## src/rtl/hvtx_pixfeed.sv

```systemverilog
// ============================================================================
// Module   : hvtx_pixfeed
// Purpose  : Buffers an upstream pixel stream in a small FIFO and replays it
//            in lock-step with the local raster timing (hs/vs/de) towards the
//            TMDS modulator. Tracks the raster position so that a start-of-
//            frame marker arriving anywhere other than pixel (0,0), or a
//            missing marker at (0,0), or a FIFO underflow, forces a one-cycle
//            resynchronisation back to waiting for the next start of frame.
// Revision : 1.0 - initial release
// ----------------------------------------------------------------------------
// Ports
//   i_clk        in   pixel clock, rising-edge
//   i_rst_n      in   asynchronous active-low reset
//   i_hs/vs/de   in   raster timing from the sync generator
//   s_valid      in   upstream beat valid
//   s_ready      out  upstream beat accepted when s_valid && s_ready
//   s_data       in   pixel, channel 0 = B, 1 = G, 2 = R
//   s_sof        in   first pixel of a frame
//   o_hs/vs/de   out  timing inputs delayed one cycle
//   o_video      out  pixel aligned with o_de (zero whenever o_de is low)
//   o_locked     out  high while armed or streaming
//   o_underflow  out  one-cycle pulse on every resync event
// ============================================================================
`default_nettype none

module hvtx_pixfeed #(
  parameter int               WIDTH         = 12,
  parameter logic [WIDTH-1:0] ACTIVE_WIDTH  = WIDTH'(1280),
  parameter logic [WIDTH-1:0] ACTIVE_HEIGHT = WIDTH'(720),
  parameter int               DEPTH         = 16
) (
  input  logic            i_clk,
  input  logic            i_rst_n,
  input  logic            i_hs,
  input  logic            i_vs,
  input  logic            i_de,
  input  logic            s_valid,
  output logic            s_ready,
  input  logic [2:0][7:0] s_data,
  input  logic            s_sof,
  output logic            o_hs,
  output logic            o_vs,
  output logic            o_de,
  output logic [2:0][7:0] o_video,
  output logic            o_locked,
  output logic            o_underflow
);

  localparam int               AW     = $clog2(DEPTH);
  localparam int               EW     = 25;
  localparam logic [WIDTH-1:0] X_LAST = ACTIVE_WIDTH - WIDTH'(1);
  localparam logic [WIDTH-1:0] Y_LAST = ACTIVE_HEIGHT - WIDTH'(1);

  typedef enum logic [2:0] {
    WAIT_SOF = 3'd0,
    FILL     = 3'd1,
    ARMED    = 3'd2,
    STREAM   = 3'd3,
    RESYNC   = 3'd4
  } state_t;

  state_t          state;
  logic [EW-1:0]   mem [DEPTH];
  logic [AW:0]     wr_ptr;
  logic [AW:0]     rd_ptr;
  logic [WIDTH-1:0] x_cnt;
  logic [WIDTH-1:0] y_cnt;

  logic            empty;
  logic            full;
  logic            push;
  logic            pop_req;
  logic            pop;
  logic            vs_rise;
  logic            head_sof;
  logic [2:0][7:0] head_data;
  logic            at_origin;
  logic            misalign;

  // Pointers carry one extra wrap bit so full and empty are distinguishable.
  assign empty = (wr_ptr == rd_ptr);
  assign full  = (wr_ptr[AW] != rd_ptr[AW]) &&
                 (wr_ptr[AW-1:0] == rd_ptr[AW-1:0]);

  // While hunting for a frame start every beat is taken so junk drains away;
  // only the marked beat is actually written.
  assign s_ready = (state == WAIT_SOF) || ((state != RESYNC) && !full);
  assign push    = s_valid && s_ready && ((state != WAIT_SOF) || s_sof);

  // ARMED pops on its first active cycle together with the move to STREAM.
  assign pop_req = i_de && ((state == ARMED) || (state == STREAM));
  assign pop     = pop_req && !empty;

  assign {head_sof, head_data} = mem[rd_ptr[AW-1:0]];

  // The registered copy of i_vs doubles as the edge-detect history.
  assign vs_rise   = i_vs && !o_vs;
  assign at_origin = (x_cnt == '0) && (y_cnt == '0);
  assign misalign  = (head_sof != at_origin);

  // Storage is not reset: occupancy is fully described by the pointers.
  always_ff @(posedge i_clk) begin
    if (push) begin
      mem[wr_ptr[AW-1:0]] <= {s_sof, s_data};
    end
  end

  always_ff @(posedge i_clk or negedge i_rst_n) begin
    if (!i_rst_n) begin
      state       <= WAIT_SOF;
      wr_ptr      <= '0;
      rd_ptr      <= '0;
      x_cnt       <= '0;
      y_cnt       <= '0;
      o_hs        <= 1'b0;
      o_vs        <= 1'b0;
      o_de        <= 1'b0;
      o_video     <= '0;
      o_locked    <= 1'b0;
      o_underflow <= 1'b0;
    end else begin
      o_hs        <= i_hs;
      o_vs        <= i_vs;
      o_de        <= i_de;
      o_video     <= '0;
      o_underflow <= 1'b0;

      if (push) begin
        wr_ptr <= wr_ptr + 1'b1;
      end

      if (pop) begin
        rd_ptr  <= rd_ptr + 1'b1;
        o_video <= head_data;
        if (x_cnt == X_LAST) begin
          x_cnt <= '0;
          y_cnt <= (y_cnt == Y_LAST) ? '0 : y_cnt + 1'b1;
        end else begin
          x_cnt <= x_cnt + 1'b1;
        end
      end

      case (state)
        WAIT_SOF: begin
          if (push) begin
            state <= FILL;
          end
        end

        FILL: begin
          if (vs_rise) begin
            state    <= ARMED;
            o_locked <= 1'b1;
          end
        end

        ARMED, STREAM: begin
          if (pop_req) begin
            // Empty is tested first: on an empty FIFO the head entry is stale.
            if (empty || misalign) begin
              state       <= RESYNC;
              o_locked    <= 1'b0;
              o_underflow <= 1'b1;
            end else begin
              state <= STREAM;
            end
          end
        end

        RESYNC: begin
          state  <= WAIT_SOF;
          wr_ptr <= '0;
          rd_ptr <= '0;
          x_cnt  <= '0;
          y_cnt  <= '0;
        end

        default: begin
          state    <= WAIT_SOF;
          o_locked <= 1'b0;
        end
      endcase
    end
  end

endmodule

`default_nettype wire

```

## config.mk

```make
export PLATFORM = sky130hd
export DESIGN_NAME = hvtx_pixfeed
export DESIGN_NICKNAME = d
export VERILOG_FILES = /design/src/rtl/hvtx_pixfeed.sv
export SDC_FILE = /design/constraint.sdc
export NUM_CORES = 1
export LEC_CHECK = 0
export ABC_AREA = 1
export BUFFER_PORTS_ARGS = -buffer_cell sky130_fd_sc_hd__buf_2
export CORE_AREA = 4 4 180 182
export CTS_CLUSTER_DIAMETER = 120
export DETAILED_ROUTE_END_ITERATION = 10
export DIE_AREA = 0 0 184 186
export HOLD_SLACK_MARGIN = 0.03
export PLACE_DENSITY = 0.77
export SETUP_SLACK_MARGIN = 0.15
export SYNTH_ARGS = -nofsm -noshare
export SYNTH_HDL_FRONTEND = slang
export SYNTH_SLANG_ARGS = --single-unit
```

## constraint.sdc

```tcl
create_clock -name i_clk -period 3.89 [get_ports i_clk]
set_input_delay 0.778 -clock i_clk [delete_from_list [all_inputs] [get_ports i_clk]]
set_output_delay 0.778 -clock i_clk [all_outputs]
set_load 0.02 [all_outputs]
```

==> results.tsv, run 1 <==
stage	metric	value	unit
floorplanning	Die ar.	34220	um2
yosys	Syn Area/Cell	12.40	um2
finish	Final Instance Area	21160	um2
clock_network	clk slew on worst S/H paths	0.06	ns
routing	DR WL/cell	21.92	um
pwr	switching power	5.151	mW
floorplanning	# rows	64	
timing	setup violators final	0	
yosys	synth cell count leaders	edfxtp_1 (400), nand2_1 (371), a21oi_1 (173), o21ai_0 (85), inv_1 (67)	
yosys	Synth top area share	63.70	%
place	Final HPWL DP	26.07	mm
timing	Peak Freq	0.3380	GHz
timing	fin crit share	76.05	%
clock_network	CTS tree	yes	
finish	final net count	1630	
routing	final wirelength	44.36	mm
run_status	status	finished, final reports clean	
yosys	FF+latch count, synth	466	
job	max_cap viols	0	
routing	Post-DRT Antenna Nets	0	
routing	Post-route DRC	0	
timing	Slew HR	25.04	%
yosys	Mapped Cells	1521	
setup_path	CP delay by family, top	simple AND/OR/NAND/NOR gates	
yosys	dominant synthesized flop cell	edfxtp_1	
timing	clk_skew	0.01399	ns
place	gpl congestion	0.8627	
setup_path	Worst R2R Setup Slack	0.93	ns
clock_network	H-tree depth	2	
routing	Via density	6.081	
global_route	Total GRT Usage	26.21	%
timing	RSZ-0062 raised after global routing	no	
finish	Area growth syn-to-layout	12.22	%
finish	Multi-input gate area	4571	um2
place	Port Buf Inserts	60	
yosys	asr flop ratio synth	14.16	%
yosys	Post-Syn Area	18860	um2
clock_network	post-CTS resize count	0	
pwr	sw frac	34.55	%
pwr	P_leak	7.868	nW
pwr	peak supply drop	558.2	uV
routing	Initial DRT Pass Iterations	7	
pwr	P_int	9.759	mW
setup_path	delay of the slowest critical-path stage	0.56	ns
pwr	Power Total	14.91	mW
finish	Filler cells	2121	
pwr	sequential power share	41.8	%
global_route	global-route wire length before repair	68.84	mm
clock_network	Max Root-Sink Buffers	3	
yosys	Distinct cells, synth	33	
clock_network	post-CTS setup buffer count	0	
pwr	combinational share of power	29.3	%
clock_network	Clock Latency Late Sink	0.56	ns
setup_path	worst path required time	4.10	ns
floorplanning	Die X-Extent	184	um
setup_path	Crit Path Category	reg2reg	
finish	Sequential cell area	13670	um2
finish	# diodes	0	
floorplanning	Starting Density	61.64	%
pwr	Clk network pwr share	28.9	%
place	placed cell area	19700	um2
hold_path	Hold WC Path Type	in2reg	
setup_path	cell mode on critical path	inv_1	
setup_path	cells along the critical path	nor2_1 -> inv_1 -> nor2_4 -> inv_1 -> nand2_1 -> inv_1 -> nand2_1 -> nor3_2 -> buf_4	
setup_path	CP Launch Type	flip-flop	
timing	worst-margin pin slew	1.123	ns
global_route	vias in the first global route	12300	
timing	setup TNS	0	ns
global_route	initial antenna violation count	0	
timing	Hold Fails Final Rpt	0	
floorplanning	area of the core	30590	um2
routing	total number of vias	12310	
yosys	ranking of synthesized cells by area	edfxtp_1 (64%), dfrtp_1 (8.8%), nand2_1 (7.4%), a21oi_1 (4.6%), o21ai_0 (2.3%)	
yosys	Yosys top cell by area	edfxtp_1	
setup_path	slowest stage cell, crit path	nand2_1	
finish	share of cells above drive strength 1	12.22	%
timing	Period minus WS final	2.958	ns
clock_network	CTS Root Cell	clkbuf_16	
setup_path	WP buf/inv	4	
clock_network	clock sinks	466	
setup_path	Worst Setup End Kind	flip-flop	
timing	Slew Viols, Final	0	
yosys	Yosys warnings	0	
yosys	Seq/Total Area, Yosys	72.46	%
floorplanning	io pins	61	
timing	hold_ws	0.3480	ns
routing	Iter 0 DRT Violations	1521	
yosys	dominant cell by count in the synthesized netlist	edfxtp_1	
setup_path	Critical Path Fanout Max	21	
clock_network	# hold bufs at CTS	0	
global_route	global route overflow	0	
yosys	number of synthesized flops with an enable pin	400	
finish	Final Util	69.18	%
clock_network	total CTS buffers	46	
pwr	PwrDens	704.6	nW/um2
setup_path	CP arrival	3.17	ns
global_route	largest net degree at the start of global routing	141	
yosys	Net Count, Synth	1561	
floorplanning	Die H	186	um
==> power by group through the flow <==
stage | Combinational [mW] | Clock, mW | Sequential (mW)
floorplan | 2.92 | 0 | 6.39
global placement | 4.18 | 0 | 6.32
detailed placement | 4.29 | 0 | 6.33
CTS | 4.34 | 4.36 | 6.23
global route | 4.83 | 4.57 | 6.28
finish | 4.36 | 4.31 | 6.24
==> registers in the layout, indices dropped and copies added (netlist names) <==
signal / flops
o_de: 1
o_hs: 1
o_locked: 1
wr_ptr: 5
mem: 400
x_cnt: 12
o_vs: 1
rd_ptr: 5
o_underflow: 1
y_cnt: 12
state: 3
o_video: 24
==> cell usage in the layout (no fill, tap or decap), drive strengths merged, types with 14 or more instances in the layout <==
master and count:
edfxtp 400, nand2 374, a21oi 173, buf 107, o21ai 85, inv 72, dfrtp 66, clkbuf 62
nor2 54, a22oi 46, nand3 31, nor3 30, a32o 29, a211oi 17, clkinv 17, xor2 14
==> area by class of cell <==
type	instances	area share (%)
clock inverters	24	1.165
multi-input cells	898	21.60
flip-flops and latches	466	64.59
well taps	396	2.342
clock buffers	62	5.724
inverters	71	1.301
repair buffers	107	3.276
==> path summary, 6_finish.rpt <==
check / start / end / depth (start not counted)
worst max-delay path: state[0]$_DFFE_PN0P_ / mem[2][13]$_DFFE_PP_ / 9
max in group asynchronous: i_rst_n / rd_ptr[0]$_DFFE_PN0P_ / 1
worst max register to register: state[0]$_DFFE_PN0P_ / mem[2][13]$_DFFE_PP_ / 9
min in group asynchronous: i_rst_n / o_video[3]$_DFF_PN0_ / 1
worst min-delay path: i_hs / o_hs$_DFF_PN0_ / 1
worst min register to register: o_locked$_DFFE_PN0P_ / o_locked$_DFFE_PN0P_ / 2
==> cells by family (layout without fill, tap and decap cells) <==
family	Yosys count	after routing	share of synthesized area, %
xor+xnor	14	14	0.6503
compound gates	370	370	11.67
fa+ha+maj	9	9	0.5972
buf+inv	157	264	3.776
simple gates	505	505	10.85
flops	466	466	72.46
==> metal layers <==
metal | vias up | track usage, % | share of wire [%]
li1 | 5624 | - | -
met1 | 5961 | 36.42 | 40
met2 | 618 | 41.66 | 47
met3 | 104 | 4.768 | 9.2
met4 | 0 | 10.77 | 3.8
met5 | - | 0 | 0
==> metrics by stage <==
step	instances	worst slack [ns]
4_1_cts	2024	0.9452
3_3_place_gp	1938	0.9676
6_report	2024	0.9316
2_1_floorplan	1521	0.4120
5_1_grt	2024	0.6666
3_5_place_dp	1938	0.8833
No activity file was read; power rests on OpenSTA's default activity.
==> run 2, diff against run 1 <==
Settings changed: ABC_AREA 1 to 0, CORE_AREA 4 4 180 182 to 4 4 187 189, DIE_AREA 0 0 184 186 to 0 0 191 193, PLACE_DENSITY 0.77 to 0.72.
Clock period 3.89 ns to 2.67 ns, I/O delays scaled along.
==> run 2 against run 1 <==
Against the previous run:
- combinational power up 31%
- worst hold slack got worse by 0.25 ns
- first-iteration DRC count fell by 44%
- sequential cell count unchanged
- global-route usage decreased by 5.0 points
- utilization shrank 5.2 points
==> results.tsv, run 2 <==
stage	metric	value	unit	change
finish	# diodes	0		unchanged
finish	Area growth syn-to-layout	17.38	%	
yosys	asr flop ratio synth	14.16	%	unchanged
setup_path	cells along the critical path	buf_4 -> buf_16 -> mux4_1 -> mux2i_1 -> mux2i_1 -> xor2_1 -> a21o_1 -> a311oi_1		
place	Final HPWL DP	21.06	mm	-19%
yosys	dominant cell by count in the synthesized netlist	edfxtp_1		
pwr	Clk network pwr share	30.6	%	+1.7 points
finish	Filler cells	2242		+5.7%
floorplanning	area of the core	33280	um2	+8.8%
timing	Slew Viols, Final	0		unchanged
global_route	vias in the first global route	9182		-25%
yosys	Syn Area/Cell	20.69	um2	+67%
place	gpl congestion	0.8081		-6.3%
finish	Final Util	63.94	%	-5.2 points
run_status	status	finished, final reports clean		
timing	setup TNS	0	ns	unchanged
yosys	Distinct cells, synth	46		+39%
clock_network	CTS Root Cell	clkbuf_16		
yosys	synth cell count leaders	edfxtp_1 (400), mux4_2 (123), dfrtp_1 (66), nor2_1 (45), and2_1 (28)		
global_route	initial antenna violation count	0		unchanged
pwr	sequential power share	42.5	%	+0.7 points
timing	clk_skew	0.01146	ns	-0.002530 ns
timing	fin worst setup slack	0.2669	ns	-0.6647 ns
timing	setup violators final	0		unchanged
floorplanning	Die ar.	36860	um2	+7.7%
pwr	P_int	15.28	mW	+57%
yosys	number of synthesized flops with an enable pin	400		unchanged
setup_path	Critical R2R Launch	rd_ptr[1]$_DFFE_PN0P_		
routing	final wirelength	38.47	mm	-13%
clock_network	clock sinks	466		unchanged
yosys	Mapped Cells	876		-42%
finish	post-route non-filler standard cell count	1491		-26%
yosys	FF+latch count, synth	466		unchanged
pwr	P_leak	7.197	nW	-8.5%
hold_path	Min-Delay Startpoint	i_hs		
pwr	PwrDens	998.2	nW/um2	+42%
place	worst slack at placement	0.2018	ns	-0.6815 ns
finish	final net count	1046		-36%
routing	Iter 0 DRT Violations	858		-44%
setup_path	CP arrival	2.86	ns	-0.31 ns
floorplanning	Die H	193	um	+3.8%
timing	RSZ-0062 raised after global routing	no		
floorplanning	Die X-Extent	191	um	+3.8%
timing	hold_ws	0.09318	ns	-0.2548 ns
yosys	ranking of synthesized cells by area	edfxtp_1 (66%), mux4_2 (15%), dfrtp_1 (9.1%), and2_1 (0.97%), nor2_1 (0.93%)		
clock_network	Max Root-Sink Buffers	3		unchanged
finish	most frequent cells in the layout	edfxtp_1 (400), mux4_2 (123), dfrtp_1 (62)		
routing	Post-DRT Antenna Nets	0		unchanged
routing	Via density	5.987		-1.5%
job	max_cap viols	0		unchanged
pwr	switching power	5.962	mW	+16%
floorplanning	# rows	67		+4.7%
global_route	largest net degree at the start of global routing	70		-50%
place	post-placement cell count	1396		-28%
yosys	Seq/Total Area, Yosys	75.37	%	+2.9 points
clock_network	total CTS buffers	46		unchanged
setup_path	delay of the slowest critical-path stage	0.55	ns	about the same
setup_path	CP Launch Type	flip-flop		
timing	Slew HR	53.11	%	+28 points
clock_network	Clock Latency Late Sink	0.55	ns	about the same
yosys	Net Count, Synth	916		-41%
floorplanning	io pins	61		unchanged
setup_path	worst setup path start	rd_ptr[1]$_DFFE_PN0P_		
setup_path	cell mode on critical path	mux2i_1		
finish	Final Instance Area	21280	um2	+0.56%
pwr	combinational share of power	27.0	%	-2.3 points
floorplanning	Starting Density	54.47	%	-7.2 points
setup_path	worst path required time	3.12	ns	-0.98 ns
global_route	global-route wire length before repair	57.95	mm	-16%
routing	Post-route DRC	0		unchanged
pwr	Power Total	21.24	mW	+42%
pwr	peak supply drop	605.5	uV	+8.5%
yosys	Synth top area share	66.26	%	+2.6 points
routing	DR WL/cell	25.80	um	+18%
setup_path	Critical Path Fanout Max	13		-38%
timing	Hold Fails Final Rpt	0		unchanged
hold_path	Hold WC Path Type	in2reg		
finish	commonest non-fill, non-tap cell in the layout	edfxtp_1		
yosys	Post-Syn Area	18130	um2	-3.9%
clock_network	H-tree depth	2		unchanged
global_route	Total GRT Usage	21.23	%	-5.0 points
pwr	sw frac	28.07	%	-6.5 points
timing	fin crit share	90.00	%	+14 points
finish	share of cells above drive strength 1	33.46	%	+21 points
finish	max reg flops	400		unchanged
timing	Period minus WS final	2.403	ns	-0.5553 ns
place	Port Buf Inserts	60		unchanged
setup_path	Crit Path Category	reg2reg		
timing	worst-margin pin slew	0.6943	ns	-0.4289 ns
routing	total number of vias	8927		-27%
setup_path	Worst Setup End Kind	flip-flop		
routing	Initial DRT Pass Iterations	5		-2
global_route	global route overflow	0		unchanged
timing	Peak Freq	0.4161	GHz	+23%
yosys	Yosys warnings	0		unchanged
yosys	Yosys top cell by area	edfxtp_1		
setup_path	slowest stage cell, crit path	mux4_1		
yosys	dominant synthesized flop cell	edfxtp_1		
clock_network	clk slew on worst S/H paths	0.06	ns	about the same
clock_network	CTS tree	yes		
place	placed cell area	19600	um2	-0.52%
## run 2: critical path: cells and delay by family (launching register included)
family,cells,cell delay [ns]
buffers and inverters,2,0.39
AOI/OAI and AO/OA,2,0.47
xor gates and xnor gates,1,0.22
muxes,3,0.80
DFF,1,0.42
## run 2: power by group through the flow
stage / Clock [mW] / Sequential, mW / Combinational [mW]
after floorplan: 0 / 9.19 / 3.81
after global placement: 0 / 9.12 / 5.50
after detailed placement: 0 / 9.14 / 5.56
after CTS: 6.61 / 9.02 / 5.67
after global routing: 6.95 / 9.08 / 6.17
final: 6.49 / 9.02 / 5.73
## run 2: layout make-up
type | count | area (um2) | share of cell area [%]
tap | 448 | 560.5 | 2.634
timing repair buffer | 122 | 1028 | 4.833
inverter | 10 | 37.54 | 0.1764
multi-input combinational | 360 | 4453 | 20.93
sequential | 466 | 13670 | 64.26
clock buffer | 58 | 1247 | 5.862
clock inverter | 27 | 279.0 | 1.311
## run 2: path summary, 6_finish.rpt
kind / end / slack (ns) / cells after the start
setup / recovery: state[1]$_DFFE_PN0P_ / 0.27 / 8
hold / removal: o_hs$_DFF_PN0_ / 0.09 / 1
setup reg to reg: state[1]$_DFFE_PN0P_ / 0.27 / 8
hold reg to reg: y_cnt[11]$_DFFE_PN0P_ / 0.48 / 1
max in group asynchronous: rd_ptr[1]$_DFFE_PN0P_ / 1.53 / 3
min in group asynchronous: o_video[1]$_DFF_PN0_ / 0.51 / 2
## run 2: timing repair
item / CTS / global route
endpoints found under the hold margin: 31 / 0
gates cloned: 0 / 2
pin swaps: 2 / 2
setup endpoints to repair: 1 / 182
resized for setup: 3 / 5
hold buffers: 1 / 0
buffers inserted: 3 / 4
## run 2: kinds of logic (layout without fill, tap and decap cells)
logic type | count (synthesis) | after routing | synth area share [%]
flip-flops | 466 | 466 | 75.37
AND/OR/NAND/NOR | 145 | 145 | 4.093
multiplexers | 129 | 129 | 15.70
AO/OA/AOI/OAI | 60 | 60 | 2.243
buffers and inverters | 50 | 217 | 1.153
XOR/XNOR | 17 | 17 | 0.8213
adder cells (fa/ha/maj) | 9 | 9 | 0.6212
## run 2: layer usage
| layer | routed length (um) | vias up | GRT usage, % |
|---|---|---|---|
| li1 | - | 3840 | - |
| met2 | 19340 | 347 | 34.86 |
| met3 | 2702 | 43 | 3.457 |
| met1 | 15870 | 4697 | 31.08 |
| met5 | 0 | - | 0 |
| met4 | 554 | 0 | 4.420 |
